==> src/rtl/bitstream_feeder_pkg.sv <==
// Shared types and constants for the JPEG scan bitstream feeder.
// Markers are matched on the byte that follows a 0xFF prefix.
package bitstream_feeder_pkg;

    localparam int unsigned IN_BUS_WIDTH = 32;

    typedef enum logic [2:0] {
        StIdle,
        StRun,
        StFfSeen,
        StFlush,
        StDone
    } feed_state_e;

    localparam logic [7:0] M_STUFF = 8'h00;
    localparam logic [7:0] M_FILL  = 8'hFF;
    localparam logic [7:0] M_EOI   = 8'hD9;
    localparam logic [7:0] M_RST0  = 8'hD0;
    localparam logic [7:0] M_RST7  = 8'hD7;

    function automatic logic is_rst_marker(input logic [7:0] b);
        return (b >= M_RST0) && (b <= M_RST7);
    endfunction

endpackage

==> src/rtl/bitstream_feeder_word_fifo.sv <==
// First-word-fall-through word FIFO; rdata shows the head entry whenever empty is low.
// DEPTH must be a power of two so the pointers wrap naturally.
module bitstream_feeder_word_fifo #(
    parameter int unsigned WIDTH = 32,
    parameter int unsigned DEPTH = 8
) (
    input  logic                       clk,
    input  logic                       rst,
    input  logic                       push,
    input  logic [WIDTH-1:0]           wdata,
    input  logic                       pop,
    output logic [WIDTH-1:0]           rdata,
    output logic [$clog2(DEPTH+1)-1:0] count,
    output logic                       full,
    output logic                       empty
);

    localparam int unsigned PtrW = (DEPTH > 1) ? $clog2(DEPTH) : 1;
    localparam int unsigned CntW = $clog2(DEPTH + 1);

    logic [WIDTH-1:0] mem_q [DEPTH];
    logic [PtrW-1:0]  wptr_q, rptr_q;
    logic [CntW-1:0]  count_q;

    always_ff @(posedge clk or posedge rst) begin
        if (rst) begin
            wptr_q  <= '0;
            rptr_q  <= '0;
            count_q <= '0;
        end else begin
            if (push) wptr_q <= wptr_q + PtrW'(1);
            if (pop)  rptr_q <= rptr_q + PtrW'(1);
            unique case ({push, pop})
                2'b10:   count_q <= count_q + CntW'(1);
                2'b01:   count_q <= count_q - CntW'(1);
                default: count_q <= count_q;
            endcase
        end
    end

    // Storage needs no reset: nothing is visible until a push has written it.
    always_ff @(posedge clk) begin
        if (push) mem_q[wptr_q] <= wdata;
    end

    assign rdata = mem_q[rptr_q];
    assign count = count_q;
    assign full  = (count_q == CntW'(DEPTH));
    assign empty = (count_q == '0);

endmodule

==> src/rtl/bitstream_feeder.sv <==
// JPEG scan byte stream to entropy-decoder word feeder: unstuffs 0xFF00, strips RSTn,
// stops at EOI, and packs bytes MSB-first into BUS_W words behind a FWFT FIFO.
module bitstream_feeder
    import bitstream_feeder_pkg::*;
#(
    parameter int unsigned BUS_W      = IN_BUS_WIDTH,
    parameter int unsigned FIFO_DEPTH = 8
) (
    input  logic             clk,
    input  logic             rst,
    input  logic             start,
    input  logic [7:0]       s_byte,
    input  logic             s_valid,
    output logic             s_ready,
    input  logic             request,
    output logic [BUS_W-1:0] data_in,
    output logic             valid_in,
    output logic             done,
    output logic             marker_err
);

    localparam int unsigned Lanes    = BUS_W / 8;
    localparam int unsigned CntW     = (Lanes > 1) ? $clog2(Lanes) : 1;
    localparam int unsigned FifoCntW = $clog2(FIFO_DEPTH + 1);

    feed_state_e      state_q;
    logic [BUS_W-1:0] pack_q;
    logic [CntW-1:0]  pack_cnt_q;
    logic             marker_err_q;

    logic                accept, emit, last_lane, pad_push, push, pop;
    logic [7:0]          emit_byte;
    logic [BUS_W-1:0]    lane_word, pad_word, push_word, fifo_rdata;
    logic [FifoCntW-1:0] fifo_count;
    logic                fifo_full, fifo_empty;

    assign s_ready = ((state_q == StRun) || (state_q == StFfSeen)) &&
                     (fifo_count < FifoCntW'(FIFO_DEPTH));

    always_comb begin
        accept    = s_valid && s_ready;
        emit      = accept && (((state_q == StRun) && (s_byte != M_FILL)) ||
                               ((state_q == StFfSeen) && (s_byte == M_STUFF)));
        emit_byte = (state_q == StRun) ? s_byte : M_FILL;
        last_lane = (pack_cnt_q == CntW'(Lanes - 1));

        lane_word = pack_q;
        pad_word  = pack_q;
        for (int unsigned i = 0; i < Lanes; i++) begin
            if (pack_cnt_q == CntW'(i)) lane_word[BUS_W-1-8*i -: 8] = emit_byte;
            if (CntW'(i) >= pack_cnt_q) pad_word[BUS_W-1-8*i -: 8] = M_FILL;
        end

        // An empty packer never pads, so markers on a word boundary add no all-0xFF word.
        pad_push  = (pack_cnt_q != '0) &&
                    ((accept && (state_q == StFfSeen) && is_rst_marker(s_byte)) ||
                     ((state_q == StFlush) && !fifo_full));
        push      = (emit && last_lane) || pad_push;
        push_word = pad_push ? pad_word : lane_word;
        pop       = valid_in && request;
    end

    always_ff @(posedge clk or posedge rst) begin
        if (rst) begin
            state_q      <= StIdle;
            pack_q       <= '0;
            pack_cnt_q   <= '0;
            marker_err_q <= 1'b0;
        end else begin
            if (emit) begin
                pack_q     <= lane_word;
                pack_cnt_q <= last_lane ? '0 : pack_cnt_q + CntW'(1);
            end
            if (pad_push) pack_cnt_q <= '0;

            unique case (state_q)
                StIdle, StDone: begin
                    if (start) begin
                        state_q      <= StRun;
                        marker_err_q <= 1'b0;
                    end
                end
                StRun: begin
                    if (accept && (s_byte == M_FILL)) state_q <= StFfSeen;
                end
                StFfSeen: begin
                    if (accept) begin
                        if (s_byte == M_EOI) begin
                            state_q <= StFlush;
                        end else if (s_byte == M_FILL) begin
                            state_q <= StFfSeen;
                        end else begin
                            if ((s_byte != M_STUFF) && !is_rst_marker(s_byte)) begin
                                marker_err_q <= 1'b1;
                            end
                            state_q <= StRun;
                        end
                    end
                end
                StFlush: begin
                    if ((pack_cnt_q == '0) && fifo_empty) state_q <= StDone;
                end
                default: state_q <= StIdle;
            endcase
        end
    end

    bitstream_feeder_word_fifo #(
        .WIDTH(BUS_W),
        .DEPTH(FIFO_DEPTH)
    ) u_word_fifo (
        .clk  (clk),
        .rst  (rst),
        .push (push),
        .wdata(push_word),
        .pop  (pop),
        .rdata(fifo_rdata),
        .count(fifo_count),
        .full (fifo_full),
        .empty(fifo_empty)
    );

    assign valid_in   = !fifo_empty;
    assign data_in    = fifo_empty ? '0 : fifo_rdata;
    assign done       = (state_q == StDone);
    assign marker_err = marker_err_q;

endmodule

==> config.mk <==
export PLATFORM = sky130hd
export DESIGN_NAME = bitstream_feeder
export DESIGN_NICKNAME = d
export VERILOG_FILES = /design/src/rtl/bitstream_feeder_pkg.sv /design/src/rtl/bitstream_feeder_word_fifo.sv /design/src/rtl/bitstream_feeder.sv
export SDC_FILE = /design/constraint.sdc
export NUM_CORES = 1
export LEC_CHECK = 0
export ABC_CLOCK_PERIOD_IN_PS = 9000
export BUFFER_PORTS_ARGS = -buffer_cell sky130_fd_sc_hd__buf_2
export CORE_ASPECT_RATIO = 1.5
export CORE_MARGIN = 2
export CORE_UTILIZATION = 45
export CTS_BUF_LIST = sky130_fd_sc_hd__clkbuf_4
export CTS_CLUSTER_SIZE = 12
export DETAILED_ROUTE_END_ITERATION = 10
export GPL_TIMING_DRIVEN = 0
export PLACE_DENSITY = 0.64
export SLEW_MARGIN = 20
export SYNTH_ARGS = -nofsm -noshare
export SYNTH_HDL_FRONTEND = slang
export SYNTH_SLANG_ARGS = --single-unit
==> constraint.sdc <==
create_clock -name clk -period 9 [get_ports clk]
set_input_delay 0.9 -clock clk [delete_from_list [all_inputs] [get_ports clk]]
set_output_delay 0.9 -clock clk [all_outputs]
set_load 0.005 [all_outputs]
### Word level (Yosys, flattened, before mapping)

Memory sizes are Yosys's and may differ from the RTL's.
Index checks and enable logic that the tools add are counted.
Widths: inputs -> output; s select.

* magnitude comparators: 7
* eq/ne operators: 20
* mux-type cells: 30
* $add $sub $neg: 5
* reductions and logical operators: 34

Operators by type and width (count)
* $mux 8: 9
* $mux 32: 2
* $eq 8x8->1 const B: 2
* $logic_and 1x1->1: 15
* $mux 3: 4
* $pmux 3 s4: 1
* $mux 2: 5
* $ge 8x8->1 const B: 1
* $le 8x8->1 const B: 1
* $logic_not 8->1: 1
* $ne 2x2->1 const B: 4
* $ne 8x8->1 const B: 1
* $pmux 4 s2: 1
* $reduce_bool 2->1: 4
* $reduce_bool 8->1: 1
* $mux 1: 7
* $add 3x1->3 const B: 2
* $eq 2x2->1 const B: 3
* $eq 3x2->1 const B: 2
* $ne 2x1->1 const B: 3
* $reduce_and 6->1: 1
* $add 4x1->4 const B: 1
* $eq 2x1->1 const B: 2
* $eq 4x4->1 const B: 1
* 15 further kinds: 22

* register bits after elaboration: 48
* memories: 1
* RAM bits: 256
* bits of input ports: 13
* word-level logic and storage cells: 104

Memories
* u_word_fifo.mem_q: depth 8, width 32, rd ports 1, clocked after memory_dff 0, wr ports 1, line bitstream_feeder_word_fifo.sv:21 `logic [WIDTH-1:0] mem_q [DEPTH];`

### Logic depth before layout (Yosys ltp)

* depth after elaboration: 11
* mapped depth: 13

### By module

A second synthesis with hierarchy kept.

* cell total of the unflattened synthesis: 714
* area, all modules: 12958.7 um^2

By module, submodules not included
* bitstream_feeder_word_fifo: instances 1, area an instance 10343.7 um^2, cells an instance 431
* bitstream_feeder: instances 1, area an instance 2615.0 um^2, cells an instance 283

### Worst setup path after synthesis

Ideal clock, no wire load.

* kind: input to register
* start: in s_byte[4]
* end: mem u_word_fifo.mem_q[0][0] (enable)
* cell stages on the path: 6
* data required time: 8498 ps
* setup slack: 3435 ps
* library setup time: 502 ps
* data arrival time: 5064 ps
* path through: nand3_1 -> or3_1 -> o41ai_4 -> nor2_2 -> buf_6 -> nor4_1

* cells in the longest elaborated chain, start to end: 8
* elaborated cells between the ends (all ways): 16
* classes of those cells: order compare: 2; eq/ne: 1; mux: 2; reduce/logical: 11

Ends and longest elaborated chain
* start, declared: line bitstream_feeder.sv:12 `input logic [7:0] s_byte,`
* $ge 8x8->1, or another cell as far along: line bitstream_feeder_pkg.sv:22 `return (b >= M_RST0) && (b <= M_RST7);`
* $logic_and 1x1->1 (on tied branches): line bitstream_feeder_pkg.sv:22, bitstream_feeder.sv:42, bitstream_feeder.sv:43
* $logic_and 1x1->1 / $logic_or 1x1->1 (equally long branches): line bitstream_feeder.sv:56, bitstream_feeder.sv:42
* $logic_or 1x1->1 / $logic_and 1x1->1 (equally long branches): line bitstream_feeder.sv:56, bitstream_feeder.sv:42
* $logic_and 1x1->1 (on tied branches): line bitstream_feeder.sv:55, bitstream_feeder.sv:58
* $logic_or 1x1->1 *: line bitstream_feeder.sv:58 `push = (emit && last_lane) || pad_push;`
* $mux 1 *: line bitstream_feeder_word_fifo.sv:43 `if (push) mem_q[wptr_q] <= wdata;`
* $mux 1 (not written as such) *: line bitstream_feeder_word_fifo.sv:43
* end, declared: line bitstream_feeder_word_fifo.sv:21

Every way passes the cells marked *; elsewhere a longest branch is shown, timed or not.

### Worst setup path in the final report

* start: reg u_word_fifo.rptr_q[1]
* end: out data_in[23]

* cells in the longest elaborated chain, start to end: 2

Ends and longest elaborated chain
* start, declared: line bitstream_feeder_word_fifo.sv:22 `logic [PtrW-1:0] wptr_q, rptr_q;`
* start signal, assigned: line bitstream_feeder_word_fifo.sv:32 `if (pop) rptr_q <= rptr_q + PtrW'(1);`
* $mem_v2 8x32
* $mux 32: line bitstream_feeder.sv:124 `assign data_in = fifo_empty ? '0 : fifo_rdata;`
* end, declared: line bitstream_feeder.sv:16 `output logic [BUS_W-1:0] data_in,`

Every way passes these cells.

==> results.py <==
metrics = {
    "status": {
        "status": "finished, final reports clean",
    },
    "drt": {
        "detail-route-antenna-nets": 0,
        "first_iter_violations": 514,
        "first_pass_iters": 5,
        "drt-total-wl_um": 27500,
        "wire_per_inst_um": 22.1,
        "drc_errors": 0,
        "vias_per_cell": 5.56,
        "num_vias": 6933,
    },
    "sta": {
        "slew_headroom_pct": 35.7,
        "rsz0062_at_grt": "false",
        "worst_slew_pin_slew_ns": 0.965,
        "skew_ns": 0.0450,
        "period_needed_ns": 3.97,
        "hold_viol_final": 0,
        "maxSlewViolCount": 0,
        "setup_viol": 0,
        "max_freq_ghz": 0.252,
        "period_share_pct": 44.1,
    },
    "final_layout": {
        "multi_input_area_um2": 3540,
        "design_area_um2": 14500,
        "area_growth_pct": 15.2,
        "final_core_util_pct": 53.0,
        "finalNetCount": 871,
        "register_area_um2": 8890,
        "n_fill_cell": 2174,
        "drive_above_1_share_pct": 34.7,
    },
    "floorplanning": {
        "rows": 74,
        "start_util_pct": 46.0,
        "io_pins": 49,
        "die_h_um": 209,
        "chipWidth_um": 140,
        "core_um2": 27300,
        "dieArea_um2": 29300,
    },
    "clock_tree": {
        "cts_resized": 0,
        "clock-sinks": 304,
        "hold_buffers": 0,
        "cts_tree": "done",
        "worst_skew_pair.late_latency_ns": 0.70,
        "cts_buffer_depth": 3,
        "cts_max_level": 3,
        "cts_buffers": 69,
        "cts-root-buf": "clkbuf_4",
        "postCtsSetupBuffers": 0,
        "path_clk_slew_ns": 0.08,
    },
    "critical_path": {
        "crit_path_end_kind": "primary output",
        "critPathBufInv": 3,
        "cp_common_cell": "clkbuf_1",
        "cpPeakStageDelay_ns": 0.64,
        "worstSetupStartpointType": "register",
        "crit_type": "register to primary output",
        "worst_ep_required_time_ns": 8.10,
        "worst_path_max_delay_cell": "clkbuf_1",
        "cp.arrival_ns": 3.07,
        "crit_fanout": 10,
        "crit_chain": "clkbuf_1 -> clkbuf_1 -> mux4_2 -> mux2i_1 -> nor2_1 -> buf_2",
        "path_delay_family": "buffers and inverters",
    },
    "synth": {
        "synth_top_cell_by_area": "edfxtp_1",
        "netlist_top_cells_area": "edfxtp_1 (61%), mux4_2 (11%), dfrtp_1 (9.6%)",
        "synth_edf_count": 256,
        "ys_seq_area_share_pct": 70.8,
        "synth_area_um2": 12600,
        "yosys_warnings": 0,
        "synth_top_cell_area_share_pct": 61.2,
        "yosys_most_used_dff": "edfxtp_1",
        "async_flop_share_pct": 15.8,
        "syn_nets": 718,
        "synth.distinct_cells": 49,
        "syn_avg_cell_area_um2": 18.1,
        "netlist_instances": 695,
        "synth_seq_cells": 304,
    },
    "power_and_ir_drop": {
        "power.density_nw_per_um2": 327,
        "vdd_ir_drop_max_uv": 162,
        "leakage_nw": 5.27,
    },
    "place": {
        "portBuffers": 48,
        "place_hpwl_um": 18900,
        "gp_congestion": 0.887,
        "dpl_cell_area_um2": 13600,
    },
    "global_routing": {
        "grt_pass1_wl_um": 42500,
        "grtUsageTotal_pct": 19.5,
        "grt_pass1_vias": 7428,
        "grt_overflow": 0,
        "antenna_found_initial": 2,
        "grt_max_degree": 37,
    },
    "hold_path": {
        "hold_class": "primary input to async pin",
    },
    "job": {
        "drv_cap": 0,
    },
}
==> metrics by stage <==
step	power (mW)	hold slack (ns)	instances	setup TNS (ns)	setup WS, ns
6_report	4.73	0.144	1246	0	5.03
5_1_grt	5.01	0.121	1246	0	4.83
4_1_cts	4.79	0.106	1244	0	4.95
3_5_place_dp	3.71	0.473	1119	0	4.96
3_3_place_gp	3.60	0.477	1085	-8.41	-0.265
2_1_floorplan	3.12	0.465	695	0	3.43
==> flip-flops by register name (all words and copies together) (netlist names) <==
register	cells
u_word_fifo.mem_q	256
pack_q	32
u_word_fifo.count	4
state_q	3
u_word_fifo.rptr_q	3
u_word_fifo.wptr_q	3
pack_cnt_q	2
marker_err	1
==> logic make-up (layout without fill, tap and decap cells) <==
| kind of cell | after synthesis | in the layout | synth area share, % |
|---|---|---|---|
| AND/OR/NAND/NOR | 139 | 139 | 5.71 |
| other | 0 | 2 | 0 |
| AO/OA/AOI/OAI | 60 | 60 | 3.46 |
| XOR/XNOR | 10 | 10 | 0.697 |
| flip-flops | 304 | 304 | 70.8 |
| adder cells (fa/ha/maj) | 10 | 10 | 0.996 |
| multiplexers | 128 | 128 | 16.8 |
| buffers and inverters | 44 | 251 | 1.51 |
==> synthesized netlist by cell type (all sizes together) (4+ instances only) <==
library cell	instances
or2b	8
clkbuf	16
xor2	5
mux4	64
ha	10
nor4	4
edfxtp	256
a22oi	4
o32a	4
xnor2	5
nand3	6
o21ai	12
mux2	27
nor2	69
a21oi	23
buf	20
a2bb2oi	8
mux2i	37
nor3	7
nand2	28
dfrtp	48
inv	8
==> final cells by class <==
class	count	area share (%)
Antenna cell	2	0.0346
Buffer	36	1.12
Clock buffer	95	4.93
Clock inverter	30	1.20
Inverter	8	0.208
Multi-Input combinational cell	347	24.5
Sequential cell	304	61.4
Tap cell	342	2.96
Timing Repair Buffer	82	3.64
==> where the power goes <==
| part | total, mW | internal, mW | switching [mW] |
|---|---|---|---|
| clock network | 1.08 | 0.553 | 0.527 |
| registers | 1.99 | 1.91 | 0.0788 |
| logic | 1.66 | 0.687 | 0.973 |
==> layer usage <==
layer	routed length [um]	vias up	GRT usage, %
met5	0	-	0
met4	798	0	8.25
met3	1570	54	3.74
met2	14600	238	34.2
met1	10500	3556	23.6
li1	-	3085	-
==> cell usage in the layout, fill, tap and decap left out, types with 3 or more instances in the layout <==
cell,synthesis,layout
a21oi_1,22,22
a22oi_1,4,4
a2bb2oi_1,8,8
buf_1,9,9
buf_2,8,62
buf_4,2,20
buf_6,1,10
clkbuf_1,16,15
clkbuf_4,0,95
clkinv_1,0,18
clkinv_2,0,7
dfrtp_1,48,48
edfxtp_1,256,256
ha_1,10,10
inv_1,8,7
inv_2,0,4
mux2_1,3,3
mux2_2,24,24
mux2i_1,37,37
mux4_2,64,64
nand2_1,25,25
nand2_4,3,3
nand3_1,5,5
nand3b_1,3,3
nor2_1,68,68
nor3_1,7,5
nor4b_4,0,3
o21ai_0,12,12
o32a_1,4,4
or2b_1,8,8
xnor2_1,5,5
xor2_1,5,5
==> worst paths after layout <==
check	from	endpoint	slack, ns	cells after the start
setup reg to reg	pack_cnt_q[0]$_DFFE_PP0P_	u_word_fifo.mem_q[0][10]$_DFFE_PP_	5.21	10
hold / removal	rst	u_word_fifo.count[2]$_DFFE_PP0P_	0.14	2
min in group clk	marker_err$_DFFE_PP0P_	marker_err$_DFFE_PP0P_	0.50	2
max in group asynchronous	rst	u_word_fifo.rptr_q[1]$_DFFE_PP0P_	8.31	3
hold reg to reg	marker_err$_DFFE_PP0P_	marker_err$_DFFE_PP0P_	0.50	2
setup / recovery	u_word_fifo.rptr_q[1]$_DFFE_PP0P_	data_in[23]	5.03	6
==> worst register-to-register path: stages, from the launching register on <==
cell      delay, ns
dfrtp_1        0.44
ha_1           0.18
clkbuf_1       0.37
or4b_4         0.53
a21oi_4        0.32
nor2_2         0.10
buf_6          0.18
nor4_2         0.60
buf_2          0.33
buf_4          0.21
buf_2          0.22
Power figures use the tool's default switching activity.
